**src/rtl/fft_pkg.sv**
```systemverilog
// Shared FFT output-stage types and default frame geometry.
package fft_pkg;
  localparam int FFT_WIDTH  = 32;
  localparam int FFT_NUM_CH = 16;

  typedef enum logic {IDLE = 1'b0, SHIFT = 1'b1} pts_state_e;
endpackage

```
**src/rtl/pts_word_sr.sv**
```systemverilog
// One channel word shift register; shifts toward the output end only when selected.
module pts_word_sr #(
  parameter int WIDTH     = 32,
  parameter bit MSB_FIRST = 1'b1
) (
  input  logic             clk,
  input  logic             n_rst,
  input  logic             load,
  input  logic             shift,
  input  logic [WIDTH-1:0] load_word,
  output logic             head_bit
);
  localparam int HEAD = MSB_FIRST ? WIDTH - 1 : 0;

  logic [WIDTH-1:0] sr_q, sr_d;

  always_comb begin
    sr_d = sr_q;
    if (load)       sr_d = load_word;
    else if (shift) sr_d = MSB_FIRST ? {sr_q[WIDTH-2:0], 1'b0} : {1'b0, sr_q[WIDTH-1:1]};
  end

  always_ff @(posedge clk or negedge n_rst) begin
    if (!n_rst) sr_q <= '0;
    else        sr_q <= sr_d;
  end

  // Head of the value about to be stored, so the top can register serial_out.
  assign head_bit = sr_d[HEAD];
endmodule

```
**src/rtl/fft_pts_serializer.sv**
```systemverilog
// Multi-channel parallel-to-serial stage for FFT frames with word/frame framing and overrun flag.
module fft_pts_serializer
  import fft_pkg::*;
#(
  parameter int WIDTH     = FFT_WIDTH,
  parameter int NUM_CH    = FFT_NUM_CH,
  parameter bit MSB_FIRST = 1'b1,
  localparam int CH_W     = (NUM_CH > 1) ? $clog2(NUM_CH) : 1
) (
  input  logic                    clk,
  input  logic                    n_rst,
  input  logic                    out_strobe,
  input  logic                    shift_enable,
  input  logic [NUM_CH*WIDTH-1:0] parallel_in,
  input  logic                    clr_overrun,
  output logic                    serial_out,
  output logic                    busy,
  output logic [CH_W-1:0]         ch_idx,
  output logic                    word_start,
  output logic                    frame_done,
  output logic                    overrun
);
  localparam int BC_W = $clog2(WIDTH);

  pts_state_e       state_q, state_d;
  logic [BC_W-1:0]  bit_cnt_q, bit_cnt_d;
  logic [CH_W-1:0]  ch_idx_q, ch_idx_d;
  logic             serial_out_q, serial_out_d;
  logic             busy_q, busy_d;
  logic             word_start_q, word_start_d;
  logic             frame_done_q, frame_done_d;
  logic             overrun_q, overrun_d;
  logic             adv, last;
  logic [NUM_CH-1:0] shift_lane, head_nxt;

  assign adv  = (state_q == SHIFT) && shift_enable && !out_strobe;
  assign last = (ch_idx_q == CH_W'(NUM_CH - 1)) && (bit_cnt_q == BC_W'(WIDTH - 1));

  for (genvar k = 0; k < NUM_CH; k++) begin : g_ch
    assign shift_lane[k] = adv && (ch_idx_q == CH_W'(k));
    pts_word_sr #(.WIDTH(WIDTH), .MSB_FIRST(MSB_FIRST)) u_sr (
      .clk       (clk),
      .n_rst     (n_rst),
      .load      (out_strobe),
      .shift     (shift_lane[k]),
      .load_word (parallel_in[k*WIDTH +: WIDTH]),
      .head_bit  (head_nxt[k])
    );
  end

  always_comb begin
    state_d      = state_q;
    bit_cnt_d    = bit_cnt_q;
    ch_idx_d     = ch_idx_q;
    busy_d       = busy_q;
    word_start_d = word_start_q;
    frame_done_d = 1'b0;
    overrun_d    = overrun_q & ~clr_overrun;
    if (out_strobe) begin
      state_d      = SHIFT;
      bit_cnt_d    = '0;
      ch_idx_d     = '0;
      busy_d       = 1'b1;
      word_start_d = 1'b1;
      // A load landing on the final shift completes that frame rather than aborting it.
      frame_done_d = (state_q == SHIFT) && shift_enable && last;
      if ((state_q == SHIFT) && !frame_done_d) overrun_d = 1'b1;
    end else if (adv) begin
      if (last) begin
        state_d      = IDLE;
        bit_cnt_d    = '0;
        ch_idx_d     = '0;
        busy_d       = 1'b0;
        word_start_d = 1'b0;
        frame_done_d = 1'b1;
      end else if (bit_cnt_q == BC_W'(WIDTH - 1)) begin
        bit_cnt_d    = '0;
        ch_idx_d     = ch_idx_q + CH_W'(1);
        word_start_d = 1'b1;
      end else begin
        bit_cnt_d    = bit_cnt_q + BC_W'(1);
        word_start_d = 1'b0;
      end
    end
    serial_out_d = (state_d == SHIFT) ? head_nxt[ch_idx_d] : 1'b0;
  end

  always_ff @(posedge clk or negedge n_rst) begin
    if (!n_rst) begin
      state_q      <= IDLE;
      bit_cnt_q    <= '0;
      ch_idx_q     <= '0;
      serial_out_q <= 1'b0;
      busy_q       <= 1'b0;
      word_start_q <= 1'b0;
      frame_done_q <= 1'b0;
      overrun_q    <= 1'b0;
    end else begin
      state_q      <= state_d;
      bit_cnt_q    <= bit_cnt_d;
      ch_idx_q     <= ch_idx_d;
      serial_out_q <= serial_out_d;
      busy_q       <= busy_d;
      word_start_q <= word_start_d;
      frame_done_q <= frame_done_d;
      overrun_q    <= overrun_d;
    end
  end

  assign serial_out = serial_out_q;
  assign busy       = busy_q;
  assign ch_idx     = ch_idx_q;
  assign word_start = word_start_q;
  assign frame_done = frame_done_q;
  assign overrun    = overrun_q;
endmodule

```
**config.mk**
```make
export PLATFORM = sky130hd
export DESIGN_NAME = fft_pts_serializer
export DESIGN_NICKNAME = d
export VERILOG_FILES = /design/src/rtl/fft_pkg.sv /design/src/rtl/pts_word_sr.sv /design/src/rtl/fft_pts_serializer.sv
export SDC_FILE = /design/constraint.sdc
export NUM_CORES = 1
export LEC_CHECK = 0
export ABC_AREA = 1
export ABC_CLOCK_PERIOD_IN_PS = 2700
export CAP_MARGIN = 25
export CORE_MARGIN = 2
export CORE_UTILIZATION = 52
export DETAILED_ROUTE_END_ITERATION = 7
export GPL_ROUTABILITY_DRIVEN = 0
export HOLD_SLACK_MARGIN = 0.08
export PLACE_DENSITY = 0.81
export SYNTH_ARGS = -nofsm -noshare
export SYNTH_HDL_FRONTEND = slang
export SYNTH_HIERARCHICAL = 1
export SYNTH_SLANG_ARGS = --single-unit
```
**constraint.sdc**
```tcl
create_clock -name clk -period 2.7 [get_ports clk]
set_input_delay 0.54 -clock clk [delete_from_list [all_inputs] [get_ports clk]]
set_output_delay 0.54 -clock clk [all_outputs]
set_load 0.05 [all_outputs]
```
# After elaboration in Yosys (flattened, before gate mapping)
# Index checks and enable logic that the tools add are counted.
[totals] out_inout_bits=9 word_cells=162 regBits=527
[op_classes] magnitude_cmp=1 add_sub_neg=2 n_eq_ne=16 reduce_logical=43 muxes=58 bitwise=2
[op_table] cell="$mux W32" count=32
[op_table] cell="$reduce_bool A2 Y1" count=18
[op_table] cell="$eq A4 B4 Y1 const B" count=8
[op_table] cell="$logic_and A1 B1 Y1" count=21
[op_table] cell="$mux W5" count=4
[op_table] cell="$mux W1" count=17
[op_table] cell="$eq A4 B3 Y1 const B" count=4
[op_table] cell="$mux W4" count=4
[op_table] cell="$eq A4 B2 Y1 const B" count=2
[op_table] cell="$add A5 B1 Y5 const B" count=1
[op_table] cell="$eq A5 B5 Y1 const B" count=1
[op_table] cell="$lt A4 B5 Y1 const B" count=1
[op_table] cell="$add A4 B1 Y4 const B" count=1
[op_table] cell="$bmux W1 S4" count=1
[op_table] cell="$eq A4 B1 Y1 const B" count=1
[op_table] cell="$logic_not A4 Y1" count=1
[op_table] cell="$logic_not A1 Y1" count=2
[op_table] cell="$reduce_and A2 Y1" count=1
[op_table] cell="$and A1 B1 Y1" count=1
[op_table] cell="$not A1 Y1" count=1

# Logic depth before layout (Yosys ltp)
[logic_depth] word_depth=8 depth_mapped=15 depth_no_buf=14

# Hierarchy
# The synthesis kept the hierarchy.
[modules_own_cells] mod="pts_word_sr" cells_each=174 area_per_inst_um2=1478.9 seq_area_each_um2=800.8 n_inst=16
[modules_own_cells] mod="fft_pts_serializer" cells_each=148 area_per_inst_um2=1091.0 seq_area_each_um2=375.4 n_inst=1

# Least setup slack after synthesis
# OpenSTA, ideal clock, no wires.
[synth_timing] path_type="reg-to-reg" from="register ch_idx_q[1] (netlist: ch_idx[1])" to="register serial_out_q (netlist: serial_out)" period_less_slack_ns=2.422 setup_slack_ns=0.278 path_stages_with_launch=14 arrival_time_ns=2.305 path_buffers=1 required_ns=2.583 path_cell_list="dfrtp_1 ha_1 nand3_1 nor2_1 nor2_4 buf_6 nand2_1 nand3_1 nand4_1 nand3_1 nand3_1 nand3_1 nand2_1 nor2_1"
[synth_between] elab_cells_between_ends=76 cone_classes="add/sub (1); eq/ne (15); mux (42); reduce/logical (18)"
[synth_lines] element="start: declaration" line_no="fft_pts_serializer.sv:27" rtl="logic [CH_W-1:0] ch_idx_q, ch_idx_d;"
[synth_lines] element="start signal: assignment" line_no="fft_pts_serializer.sv:101" rtl="ch_idx_q <= ch_idx_d;"
[synth_lines] element="$eq A4 B4 Y1" line_no="fft_pts_serializer.sv:40" rtl="assign shift_lane[k] = adv && (ch_idx_q == CH_W'(k));"
[synth_lines] element="$logic_and A1 B1 Y1" line_no="fft_pts_serializer.sv:40"
[synth_lines] element="net shift_lane[15]" line_no="fft_pts_serializer.sv:34" rtl="logic [NUM_CH-1:0] shift_lane, head_nxt;"
[synth_lines] element="$mux W32" line_no="pts_word_sr.sv:20" rtl="else if (shift) sr_d = MSB_FIRST ? {sr_q[WIDTH-2:0], 1'b0} : {1'b0, sr_q[WIDTH-1:1]};"
[synth_lines] element="$mux W32" line_no="pts_word_sr.sv:19" rtl="if (load) sr_d = load_word;"
[synth_lines] element="net head_nxt[15]" line_no="fft_pts_serializer.sv:34"
[synth_lines] element="$bmux W1 S4" line_no="fft_pts_serializer.sv:85" rtl="serial_out_d = (state_d == SHIFT) ? head_nxt[ch_idx_d] : 1'b0;"
[synth_lines] element="$mux W1 (implied by the code)" line_no="fft_pts_serializer.sv:85"
[synth_lines] element="$mux W1" line_no="fft_pts_serializer.sv:85"
[synth_lines] element="net serial_out_d" line_no="fft_pts_serializer.sv:28" rtl="logic serial_out_q, serial_out_d;"
[synth_lines] element="end signal: assignment" line_no="fft_pts_serializer.sv:102" rtl="serial_out_q <= serial_out_d;"
[synth_lines] element="end: declaration" line_no="fft_pts_serializer.sv:28"
# The timed path passes the listed nets, and every way through them passes these cells. The select of a mux whose other input is x is not followed.
# A chain may end at the register's enable or synchronous reset.

# Worst setup path after layout
[layout_timing] from="register ch_idx_q[2] (netlist: ch_idx[2])" to="output ch_idx[2]"
[layout_lines] element="end: declaration" line_no="fft_pts_serializer.sv:18" rtl="output logic [CH_W-1:0] ch_idx,"
# No word-level cell between the ends.

==> results.toml <==
[critical_path]
cp.depth = 1
crit_chain = "clkdlybuf4s50_1"
worstPathMaxFanout = 7
worst_setup_path_start_kind = "flop"
cp.buffers_inverters = 1
cpPeakStageDelay_ns = 0.97
endpoint_kind = "output pin"
cp.arrival_ns = 2.05
required_ns = 2.16
slowest_stage = "clkdlybuf4s50_1"
crit_type = "flop to output pin"
cp_top_family = "buffers and inverters"
rr_worst_depth = 13
regToRegSetupSlack_ns = 0.46

[route]
routedWlPerCell_um = 18.2
via_per_inst = 5.68
final_antenna_net_count = 0
route.vias.total = 22900
wirelength_um = 73100
drc = 0
dr.pass1.iters = 7
dr.first_iter.drc_count = 2400

[clock_network]
ctsResizeCount = 0
worstSkewPairLatency_ns = 0.61
clk_pin_slew_ns = 0.06
postCtsSetupBuffers = 0
cts_buffers = 55
cts.sinks = 527
root_buffer = "clkbuf_16"
cts_tree = "done"
cts_max_path_buffers = 3
cts_max_level = 2

[grt]
grt_max_degree = 108
grt.total_usage_pct = 29.4
grt_pass1_wl_um = 117000
overflow = 0
grt_pass1_vias = 22500
antenna_found_initial = 16

[logic_synthesis]
yosysMostFrequentCell = "nand2_1"
syn_area_per_cell_um2 = 8.44
netlist_area_um2 = 24800
ys_seq_elements = 527
synthTopCellsByArea = "dfrtp_1, nand3_1, nand2_1"
synth_edf_count = 0
yosysTopAreaCell = "dfrtp_1"
synthTopCellsByCount = "nand2_1, nand3_1, dfrtp_1, buf_6, buf_2"
synth_fp_nets = 3456
synth_ff_type = "dfrtp_1"
synth.yosys.seq_area_share_pct = 53.3
synthArstFlopShare_pct = 100
yosys_warnings = 6
yosysTopAreaCellShare_pct = 53.3
yosysUniqueCellTypes = 26
synth_cells = 2932

[die]
die-area_um2 = 49400
initial_core_util_pct = 52.9
die_x_um = 222
fp.dieH_um = 222
core_um2 = 46800
io_pins = 526
core.rowCount = 79

[power]
power.density_nw_per_um2 = 601
ir_drop_mv = 0.525
p_leak_nw = 14.5

[sta]
relSlewSlack_pct = 33.9
setup_viol = 0
finalCriticalPeriod_ns = 2.59
max_freq_mhz = 386
rsz0062_at_grt = "false"
worst_clock_skew_ns = 0.0184
min_period_over_period_pct = 95.9
finalMaxSlewViolations = 0
final.setup.tns_ns = 0
worst_slew_pin_slew_ns = 0.992
hold_violations = 0

[hold_path]
hold_path_class = "input port to flop"
min_path_cells = 3

[job]
maxCapViolCount = 0

[placement]
io_buffers = 525
place_inst = 3923
dp_hpwl_um = 51600

[finish]
finalNetCount = 3898
fillers = 3695
multi_input_area_um2 = 9720
layout-drive-gt1-share_pct = 6.30
seqCellArea_um2 = 13200
syn_to_final_growth_pct = 27.1
final-instance-count-excl-fill = 4024

[status]
outcome = "completed"
## layout make-up
| cell class | instances | share of cell area, % |
|---|---|---|
| inverter | 34 | 0.410 |
| tap | 607 | 2.41 |
| clock inverter | 14 | 0.569 |
| multi-input combinational | 2161 | 30.9 |
| sequential | 527 | 41.9 |
| antenna | 7 | 0.0557 |
| timing repair buffer | 595 | 18.7 |
| clock buffer | 79 | 5.08 |
## tightest hold or removal path: stages
cell     delay, ns
buf_8         0.14
nand2_1       0.07
nand3_1       0.12
## worst paths after layout
path,start,end
min in group asynchronous,n_rst,g_ch[15].u_sr/sr_q[4]
setup / recovery,ch_idx[2],ch_idx[2]
hold reg to reg,g_ch[11].u_sr/sr_q[0],g_ch[11].u_sr/sr_q[0]
hold / removal,out_strobe,g_ch[9].u_sr/sr_q[31]
max in group asynchronous,n_rst,g_ch[7].u_sr/sr_q[24]
setup reg to reg,bit_cnt_q[0],serial_out
## registers in the layout, indices dropped and copies added, names as in the netlist
register	count
serial_out	1
ch_idx	4
busy	1
overrun	1
bit_cnt_q	5
state_q	1
word_start	1
frame_done	1
g_ch.u_sr/sr_q	512
## stage by stage
stage / utilization [%] / setup slack [ns] / total power (W) / area, um2 / hold slack (ns)
after floorplan: - / 0.278 / 0.0102 / 24800 / 0.244
after global placement: 63.4 / 0.0947 / 0.0114 / 29600 / 0.455
after detailed placement: 63.4 / 0.00923 / 0.0115 / 29700 / 0.461
after CTS: 67.3 / 0.0839 / 0.0190 / 31400 / 0.295
after global routing: 67.3 / 0.0202 / 0.0197 / 31500 / 0.334
final: 67.3 / 0.111 / 0.0189 / 31500 / 0.327
## routing by layer
layer / share of wire, % / GRT usage (%) / wire, um
met5: 0.13 / 0 / 95
met1: 39 / 36.7 / 28300
met4: 4.4 / 12.9 / 3250
met2: 48 / 48.6 / 35400
met3: 8.3 / 7.42 / 6090
## power by group
part           total (W)  switching (W)  internal (W)
clock            0.00757        0.00311       0.00446
sequential       0.00901       0.000408       0.00860
combinational    0.00234        0.00120       0.00114
total             0.0189        0.00472        0.0142
## repair_timing
item                       in CTS  in global routing
hold buffers                    1                  0
hold endpoints to repair       52                  0
setup endpoints to repair       0                  0
## layout by cell type (no fill, tap or decap)
cell	Yosys	final
buf_16	0	1
nand3_1	1006	1006
xor2_1	2	2
buf_4	0	64
clkinv_2	1	9
inv_1	16	16
nor2_2	1	17
nand4_1	10	10
bufinv_16	0	4
diode_2	0	7
nand2_2	3	3
nand3_2	4	4
a21oi_1	2	2
clkbuf_1	1	13
nor3_1	1	1
nor2_1	25	9
o21ai_0	2	2
o22ai_1	2	2
buf_12	0	5
a22o_1	2	2
clkbuf_8	0	9
clkdlybuf4s50_1	0	522
inv_2	17	17
inv_8	0	1
ha_1	7	7
buf_8	0	2
clkbuf_16	0	57
o21ai_1	1	1
dlygate4sd3_1	0	1
nor2_4	18	18
nand2_4	1	1
a31oi_2	1	1
clkinvlp_4	0	1
dfrtp_1	527	527
nand2_1	1072	1072
o21ai_2	1	1
## cell families after synthesis
family	share of synthesized area, %
adder cells (fa/ha/maj)	0.354
AO/OA/AOI/OAI	0.308
flip-flops	53.3
XOR/XNOR	0.0708
buffers and inverters	7.62
AND/OR/NAND/NOR	38.4
Note: power is estimated with default switching activity, not from simulation.
